--- src/rtl/sprite_blit.sv ---
// 8x8 sprite blitter: streams sprite-ROM pixels into the frame buffer,
// skipping transparent pixels and stalling on frame-buffer backpressure.
module sprite_blit #(
  parameter int COLOR_W = 8,
  parameter int ID_W = 4,
  parameter logic [COLOR_W-1:0] TRANSPARENT = 8'h00
) (
  input  logic                clk,
  input  logic                rst,
  input  logic                start,
  input  logic [16:0]         coordinates,
  input  logic [ID_W-1:0]     sprite_id,
  output logic                busy,
  output logic                done,
  output logic [16:0]         coords_out,
  output logic [5:0]          counter,
  input  logic [16:0]         pix_addr,
  output logic                rom_en,
  output logic [ID_W+5:0]     rom_addr,
  input  logic [COLOR_W-1:0]  rom_data,
  output logic                fb_we,
  output logic [16:0]         fb_addr,
  output logic [COLOR_W-1:0]  fb_data,
  input  logic                fb_ready
);

  typedef enum logic [1:0] {IDLE, FETCH, DRAIN} state_t;

  state_t state, state_nx;
  logic [ID_W-1:0] id;
  logic s1_valid;
  logic [16:0] s1_addr;
  logic advance, issue, finish;

  assign advance = !(fb_we && !fb_ready);
  assign issue = (state == FETCH) && advance;
  assign finish = (state == DRAIN) && !s1_valid && advance;
  assign rom_en = issue;
  assign rom_addr = {id, counter};

  always_comb begin
    state_nx = state;
    unique case (state)
      IDLE:  if (start) state_nx = FETCH;
      FETCH: if (issue && counter == 6'd63) state_nx = DRAIN;
      DRAIN: if (finish) state_nx = IDLE;
      default: state_nx = IDLE;
    endcase
  end

  always_ff @(posedge clk or posedge rst) begin
    if (rst) begin
      state <= IDLE;
      busy <= 1'b0;
      done <= 1'b0;
      coords_out <= '0;
      id <= '0;
      counter <= '0;
      s1_valid <= 1'b0;
      s1_addr <= '0;
      fb_we <= 1'b0;
      fb_addr <= '0;
      fb_data <= '0;
    end else begin
      done <= 1'b0;
      state <= state_nx;
      if (state == IDLE && start) begin
        coords_out <= coordinates;
        id <= sprite_id;
        counter <= '0;
        busy <= 1'b1;
      end
      if (issue) begin
        counter <= counter + 6'd1;
        s1_addr <= pix_addr;
      end
      if (advance) s1_valid <= issue;
      // pipeline is empty here, so the write stage just closes out
      if (finish) begin
        busy <= 1'b0;
        done <= 1'b1;
        fb_we <= 1'b0;
      end else if (advance) begin
        fb_we <= s1_valid && (rom_data != TRANSPARENT);
        fb_addr <= s1_addr;
        fb_data <= rom_data;
      end
    end
  end

endmodule
--- config.mk ---
export PLATFORM = sky130hd
export DESIGN_NAME = sprite_blit
export DESIGN_NICKNAME = d
export VERILOG_FILES = /design/src/rtl/sprite_blit.sv
export SDC_FILE = /design/constraint.sdc
export NUM_CORES = 1
export LEC_CHECK = 0
export CORE_MARGIN = 3
export CORE_UTILIZATION = 47
export CTS_CLUSTER_SIZE = 16
export DETAILED_ROUTE_END_ITERATION = 7
export HOLD_SLACK_MARGIN = 0.15
export PLACE_DENSITY = 0.94
export REMOVE_ABC_BUFFERS = 1
export SLEW_MARGIN = 15
export SYNTH_ARGS = -nofsm -noshare
export SYNTH_HDL_FRONTEND = slang
export SYNTH_SLANG_ARGS = --single-unit
--- constraint.sdc ---
create_clock -name clk -period 3.6 [get_ports clk]
set_clock_uncertainty 0.05 [all_clocks]
set_input_delay 0.72 -clock clk [delete_from_list [all_inputs] [get_ports clk]]
set_output_delay 0.72 -clock clk [all_outputs]
set_load 0.01 [all_outputs]
# Yosys cells after proc, flatten, opt, wreduce, memory -nomap -nowiden
# Cells that the tools add are included.
[classes]
add_sub_neg = 1
eq_ne = 7
muxes = 11
n_bitwise = 2
reduce_logical = 16
[ops]
columns = ["operator", "n"]
rows = [
  ["$mux W6", 2],
  ["$reduce_bool A8 Y1", 1],
  ["$logic_and A1 B1 Y1", 7],
  ["$add A6 B1 Y6 const B", 1],
  ["$eq A6 B6 Y1 const B", 1],
  ["$mux W2", 3],
  ["$ne A2 B2 Y1 const B", 3],
  ["$pmux W2 S3", 1],
  ["$mux W1", 5],
  ["$reduce_bool A2 Y1", 2],
  ["$logic_not A1 Y1", 3],
  ["$reduce_and A3 Y1", 1],
  ["$eq A2 B1 Y1 const B", 1],
  ["$eq A2 B2 Y1 const B", 1],
  ["$logic_not A2 Y1", 1],
  ["$ne A2 B1 Y1 const B", 1],
  ["$not A1 Y1", 2],
  ["$reduce_and A2 Y1", 1],
]
[totals]
regBits = 75
input_bits = 50
output_inout_bits = 62
elab_cells = 48

# Depth between registers and ports, before layout
# Gate-level depths: netlist of run 1.
[logic_depth]
depth_word = 7
depth_mapped = 6
depth_no_buf = 5

# Worst setup path before layout of run 1
# Ideal clock, no wire load.
[synth_path]
path_kind = "in2out"
start = "input fb_ready"
end = "output rom_en"
t_arrival_ps = 1282
t_required_ps = 2830
path_slack_ps = 1548
path_stages = 4
n_path_buf = 2
path_cell_list = "nor2b_1 -> buf_2 -> nor2_4 -> buf_4"
[synth_between]
elab_chain_cells = 4
[synth_lines]
columns = ["item", "line", "rtl"]
rows = [
  ["start: declaration", "24", "input logic fb_ready"],
  ["$logic_not A1 Y1", "35", "assign advance = !(fb_we && !fb_ready);"],
  ["$logic_and A1 B1 Y1", "35", ""],
  ["$logic_not A1 Y1", "35", ""],
  ["$logic_and A1 B1 Y1", "36", "assign issue = (state == FETCH) && advance;"],
  ["end: declaration", "18", "output logic rom_en,"],
]
# No other way between the ends.

# Worst setup path in the final report of run 1
# Ends and elaborated chain as after synthesis.

==> flow_summary_export.csv, run 1 <==
group,metric,value,unit
power_and_ir_drop,finalPower,0.003315,W
finish,area_growth,44.94,%
finish,finish.utilization,71.39,%
cts,htree_levels,3,
cts,clock_latency,0.34,ns
critical_path,cp_data_required_time,2.83,ns
timing,max_freq,0.3599,GHz
logic_synthesis,yosys.area.top_type,"dfrtp_1",
critical_path,worstPathArrival,2.01,ns
power_and_ir_drop,intPower,0.002347,W
logic_synthesis,syn_avg_cell_area,15.38,sq um
timing,fin_tns_setup,0,ns
timing,tightestPinTransition,0.7438,ns
global_routing,grt-ovfl-total,0,
finish,drive_gt1_share,28.39,%
timing,setup_violations,0,
cts,postCtsResizedCells,0,
global_routing,antenna_found_initial,0,
floorplan,dieArea,7304,sq um
finish,ff_latch_area,1877,sq um
power_and_ir_drop,comb_power_share,40.6,%
power_and_ir_drop,pwr-share-seq,41.6,%
run,drv_cap,0,
logic_synthesis,yosysWarnings,0,
placement,place_ws,0.8332,ns
timing,relSlewSlack,50.30,%
cts,clkSinkCount,75,
power_and_ir_drop,share_clk_of_total_power,17.7,%
finish,multi_input_area,993.5,sq um
timing,worst_slack,0.8211,ns
global_routing,grt_pass1_vias,2168,
drt,wl,6277,um
cts,cts_max_path_buffers,2,
logic_synthesis,synth_seq_cells,75,
floorplan,num_rows,28,
logic_synthesis,ys_types,28,
timing,grt_setup_unrepaired,"no",
drt,wire_per_inst,16.30,um
drt,remaining_drc_errors,0,
critical_path,crit_type,"input port to output pin",
drt,via_per_inst,5.039,
cts,cts_hold_buf,0,
min_path,hp-class,"register to register",
critical_path,crit_path_start_kind,"input port",
logic_synthesis,synthCells,193,
cts,cts_setup_buffers,0,
critical_path,cp_max_fo,2,
drt,firstDrtPassIters,6,
status,outcome,"finished, final reports clean",
placement,place_congestion,0.7009,
timing,final_hold_viol_count,0,
critical_path,cp_common_cell,"clkdlybuf4s50_1",
cts,cts_made_buffers,9,
critical_path,worstSetupEndpointType,"output pin",
power_and_ir_drop,p_sw,0.0009674,W
cts,cts_tree,"done",
floorplan,die_x,85.47,um
placement,port_buffers,111,
logic_synthesis,yosys-top-cells-area,"dfrtp_1 (63%), mux2_2 (24%), buf_4 (2.3%)",
global_routing,grt_max_degree,42,
critical_path,cp_slowest_stage_delay,0.57,ns
cts,cts_root_buf,"clkbuf_8",
timing,drv_slew,0,
floorplan,start_util,49.25,%
power_and_ir_drop,p_leak,1.766,nW
power_and_ir_drop,vdd.ir_drop.worst,0.5097,mV
power_and_ir_drop,p_per_area,770.6,nW/um^2
critical_path,crit_chain,"clkdlybuf4s50_1, nor2b_1, nor2_4, clkdlybuf4s50_1",
floorplan,core,6026,sq um
drt,drtIter0Drc,90,
timing,min_period_over_period,77.19,%
placement,dp_hpwl,4633,um
finish,n_antenna_cell,0,
drt,via_count,1940,
cts,clk_pin_slew,0.07,ns
logic_synthesis,syn_area,2968,sq um
timing,min_period,2.779,ns
finish,fillers,450,
drt,postRouteAntennaNets,0,
floorplan,die_y,85.47,um
logic_synthesis,yosysSeqAreaShare,63.24,%
global_routing,grt_usage,18.51,%
logic_synthesis,synth_top_area_share,63.24,%
global_routing,grt_pass1_wl,10340,um
finish,nNetsFinal,357,
power_and_ir_drop,swShare,29.19,%
critical_path,crit_path_top_delay_cell,"clkdlybuf4s50_1",
floorplan,ios,112,
layer usage:
| metal | global-route usage (%) | up-vias | wire length, um |
|---|---|---|---|
| li1 | - | 899 | - |
| met1 | 20.68 | 963 | 2357 |
| met2 | 31.21 | 63 | 3280 |
| met3 | 6.990 | 15 | 475 |
| met4 | 8.633 | 0 | 163 |
| met5 | 0 | - | 0 |
cells in the final DEF (no fill, tap or decap), types with 3 or more instances in the layout:
cell type | synthesis | layout
buf_4 | 9 | 3
clkdlybuf4s50_1 | 0 | 111
nand3_1 | 3 | 3
clkbuf_8 | 0 | 12
nand2b_1 | 4 | 4
nand2_1 | 3 | 3
dfrtp_1 | 75 | 75
mux2_2 | 64 | 64
nor2_1 | 5 | 5
critical path, delay by kind of cell:
family / cells / cell delay [ns]
buf+inv: 2 / 1.07
simple gates: 2 / 0.21
layout make-up:
cell class / count / area share (%)
clock inverter: 1 / 0.1745
tap: 75 / 2.181
inverter: 1 / 0.08726
clock buffer: 14 / 4.014
timing repair buffer: 115 / 26.82
sequential: 75 / 43.63
multi-input combinational: 104 / 23.09
Yosys cell counts:
| cell | number |
|---|---|
| ha_1 | 1 |
| inv_1 | 1 |
| buf_2 | 3 |
| nor2_2 | 1 |
| or2_2 | 1 |
| or3_1 | 1 |
| dfrtp_1 | 75 |
| nor3_1 | 2 |
| o32ai_1 | 1 |
| nand2b_1 | 4 |
| o21bai_1 | 1 |
| nand2_1 | 3 |
| nand3_1 | 3 |
| buf_6 | 1 |
| o21ai_1 | 1 |
| a21oi_1 | 1 |
| or4_1 | 2 |
| mux2i_1 | 2 |
| nor2_4 | 2 |
| a22o_1 | 2 |
| buf_4 | 9 |
| mux2_2 | 64 |
| nor2_1 | 5 |
| o21ba_2 | 1 |
| nor3b_4 | 1 |
| a21o_1 | 2 |
| nor2b_1 | 1 |
| o21ai_0 | 2 |
stage by stage:
step                hold slack [ns]  instances  instance area [sq um]
finish                       0.4530        385                   4302
global route                 0.4698        385                   4302
CTS                          0.4581        385                   4302
detailed placement           0.4403        370                   4121
global placement             0.4300        370                   4121
floorplan                    0.4250        180                   2874
flip-flops by register name, summed over array words and instances (netlist names):
register	count
counter	6
s1_valid	1
id	4
fb_data	8
done	1
s1_addr	17
coords_out	17
fb_addr	17
state	2
busy	1
fb_we	1
cell families (layout without fill, tap and decap cells):
group | after synthesis | after routing | synth area share (%)
flip-flops | 75 | 75 | 63.24
AND/OR/NAND/NOR | 26 | 26 | 5.439
multiplexers | 66 | 66 | 24.96
adder cells (fa/ha/maj) | 1 | 1 | 0.4215
buffers and inverters | 14 | 131 | 3.288
AO/OA/AOI/OAI | 11 | 11 | 2.656
power by group through the flow:
stage               clock, W  sequential (W)  combinational, W
floorplan                  0         0.00151          0.000467
global placement           0         0.00138           0.00133
detailed placement         0         0.00140           0.00137
CTS                 0.000606         0.00139           0.00137
global route        0.000643         0.00144           0.00144
finish              0.000588         0.00138           0.00135
worst paths after layout:
path / depth (start not counted) / end / from / slack, ns
setup / recovery: 4 / rom_en / fb_ready / 0.82
max in group asynchronous: 3 / s1_addr[13] / rst / 2.06
hold reg to reg: 1 / fb_addr[12] / s1_addr[12] / 0.45
hold / removal: 1 / fb_addr[12] / s1_addr[12] / 0.45
min in group asynchronous: 2 / coords_out[11] / rst / 0.77
setup reg to reg: 4 / fb_data[2] / fb_we / 1.66
No activity file was read; power rests on OpenSTA's default activity.
==> inputs of run 2 (changes only) <==
Settings changed: CORE_UTILIZATION 47 to 44, PLACE_DENSITY 0.94 to 0.89.
Clock period 3.6 ns to 2.7 ns, I/O delays scaled along.
==> run 2 against run 1 <==
Effect of this change:
- via count is 2.1% higher
- first-iteration DRC count is 49% lower
- global-route usage is 0.85 points lower
- clock-buffer cell count is 4 lower
- final cell count is 1.3% higher
- setup slack worse by 0.54 ns
- flip-flop and latch count stayed put
- hold slack worse by 0.013 ns
- total power is 39% higher
- sequential power is 33% higher
- sequential share of layout area is 0.64 points lower
- combinational power is 34% higher
==> flow_summary_export.csv, run 2 (synthesized netlist as in run 1, its figures left out) <==
group,metric,value,unit
status,outcome,"finished, final reports clean",
timing,max_freq,0.4138,GHz
cts,htree_levels,3,
finish,area_growth,47.09,%
critical_path,cp_data_required_time,2.11,ns
critical_path,cp_slowest_stage_delay,0.49,ns
finish,stdcell_count,390,
critical_path,worstPathArrival,1.83,ns
floorplan,dieArea,7767,sq um
finish,drive_gt1_share,29.71,%
cts,cts_hold_buf,0,
cts,cts_setup_buffers,0,
timing,final_hold_viol_count,0,
finish,nNetsFinal,359,
power_and_ir_drop,p_leak,1.795,nW
finish,n_antenna_cell,0,
finish,finish.utilization,67.59,%
cts,cts_tree,"done",
drt,postRouteAntennaNets,0,
critical_path,crit_path_start_kind,"input port",
cts,cts_max_path_buffers,2,
finish,final_cell_mix,"clkdlybuf4s50_1 (111), dfrtp_1 (75), mux2_2 (64)",
run,drv_cap,0,
critical_path,crit_type,"input port to output pin",
placement,place_congestion,0.7550,
critical_path,crit_chain,"clkdlybuf4s50_1, nor2b_1, nor2_4, clkdlybuf4s50_1",
floorplan,ios,112,
critical_path,cp_top_family,"buffers and inverters",
floorplan,num_rows,29,
critical_path,cp_max_fo,2,
timing,hold_ws,0.4403,ns
timing,grt_setup_unrepaired,"no",
critical_path,crit_path_top_delay_cell,"clkdlybuf4s50_1",
cts,clock_latency,0.33,ns
finish,final_common_cell,"clkdlybuf4s50_1",
cts,cts_made_buffers,9,
cts,postCtsResizedCells,0,
placement,placed_area,4139,sq um
drt,remaining_drc_errors,0,
drt,wl,6338,um
placement,dp_hpwl,4648,um
floorplan,core,6459,sq um
drt,drtIter0Drc,46,
timing,fin_tns_setup,0,ns
timing,tightestPinTransition,0.3702,ns
floorplan,die_y,88.13,um
timing,min_period_over_period,89.51,%
timing,setup_violations,0,
critical_path,worstSetupEndpointType,"output pin",
floorplan,die_x,88.13,um
drt,via_per_inst,5.077,
power_and_ir_drop,vdd.ir_drop.worst,0.5016,mV
drt,firstDrtPassIters,4,
power_and_ir_drop,p_per_area,1054,nW/um^2
critical_path,cp_common_cell,"clkdlybuf4s50_1",
floorplan,start_util,45.95,%
drt,wire_per_inst,16.25,um
finish,design_area,4365,sq um
finish,top_regs,"coords_out (17), fb_addr (17), s1_addr (17)",
global_routing,grt_usage,17.66,%
timing,min_period,2.417,ns
placement,port_buffers,111,
global_routing,grt-ovfl-total,0,
critical_path,rrSetupSlack,0.96,ns
global_routing,grt_pass1_wl,10230,um
global_routing,antenna_found_initial,0,
timing,relSlewSlack,75.13,%
global_routing,grt_max_degree,59,
cts,clk_pin_slew,0.08,ns
placement,place_inst,374,
drt,via_count,1980,
min_path,hp-class,"input port to async pin",
cts,cts_root_buf,"clkbuf_8",
critical_path,critical_path_buf_inv_count,2,
global_routing,grt_pass1_vias,2086,
cts,clkSinkCount,75,
timing,drv_slew,0,
run 2: changes by cell type in the layout (fill, tap and decap cells not counted):
cell	before	now
buf_4	3	5
bufinv_16	0	2
clkbuf_1	2	0
clkbuf_8	12	10
clkinv_2	0	1
clkinv_4	0	1
clkinvlp_4	1	2
run 2: final cells by class:
class | instances | area [sq um]
timing repair buffer | 117 | 1169
sequential | 75 | 1877
fill | 493 | 2093
inverter | 1 | 3.754
multi-input combinational | 104 | 993.5
clock inverter | 6 | 88.84
clock buffer | 10 | 137.6
tap | 77 | 96.34
run 2: layer usage:
layer	share of wire, %	global-route usage (%)	up-vias
met3	5.5	5.174	16
met5	0	0	-
met2	52	29.25	63
met4	2.8	9.203	0
li1	-	-	905
met1	40	20.86	996
run 2: worst paths after layout:
check | startpoint | to | cells past startpoint
max | fb_ready | rom_en | 4
max reg2reg | state[1] | s1_addr[11] | 4
min in group clk | s1_addr[8] | fb_addr[8] | 1
max in group asynchronous | rst | s1_addr[4] | 3
min | rst | coords_out[8] | 2
min reg2reg | s1_addr[8] | fb_addr[8] | 1
run 2: stage by stage:
| step | setup slack, ns | power (W) |
|---|---|---|
| after floorplan | 0.2000 | 0.002634 |
| after global placement | 0.2946 | 0.003621 |
| after detailed placement | 0.2949 | 0.003696 |
| after CTS | 0.2785 | 0.004665 |
| after global routing | 0.2170 | 0.004874 |
| final | 0.2831 | 0.004600 |
run 2: worst register-to-register path, stage by stage (launching register included):
cell and delay [ns]:
dfrtp_1 0.42, nand2b_1 0.27, nor2_4 0.17, buf_4 0.33
mux2_2 0.39
run 2: report_power, final:
group,total [W],internal [W],switching [W]
sequential,0.00183,0.00158,0.000256
combinational,0.00181,0.00115,0.000660
clock,0.000954,0.000545,0.000409
total,0.00460,0.00328,0.00132
==> inputs of run 3 (changes only) <==
Settings changed: GPL_ROUTABILITY_DRIVEN set to 0, SKIP_LAST_GASP set to 1.
==> results of run 3 <==
The final DEF is identical to that of run 2; final timing and power are the same.
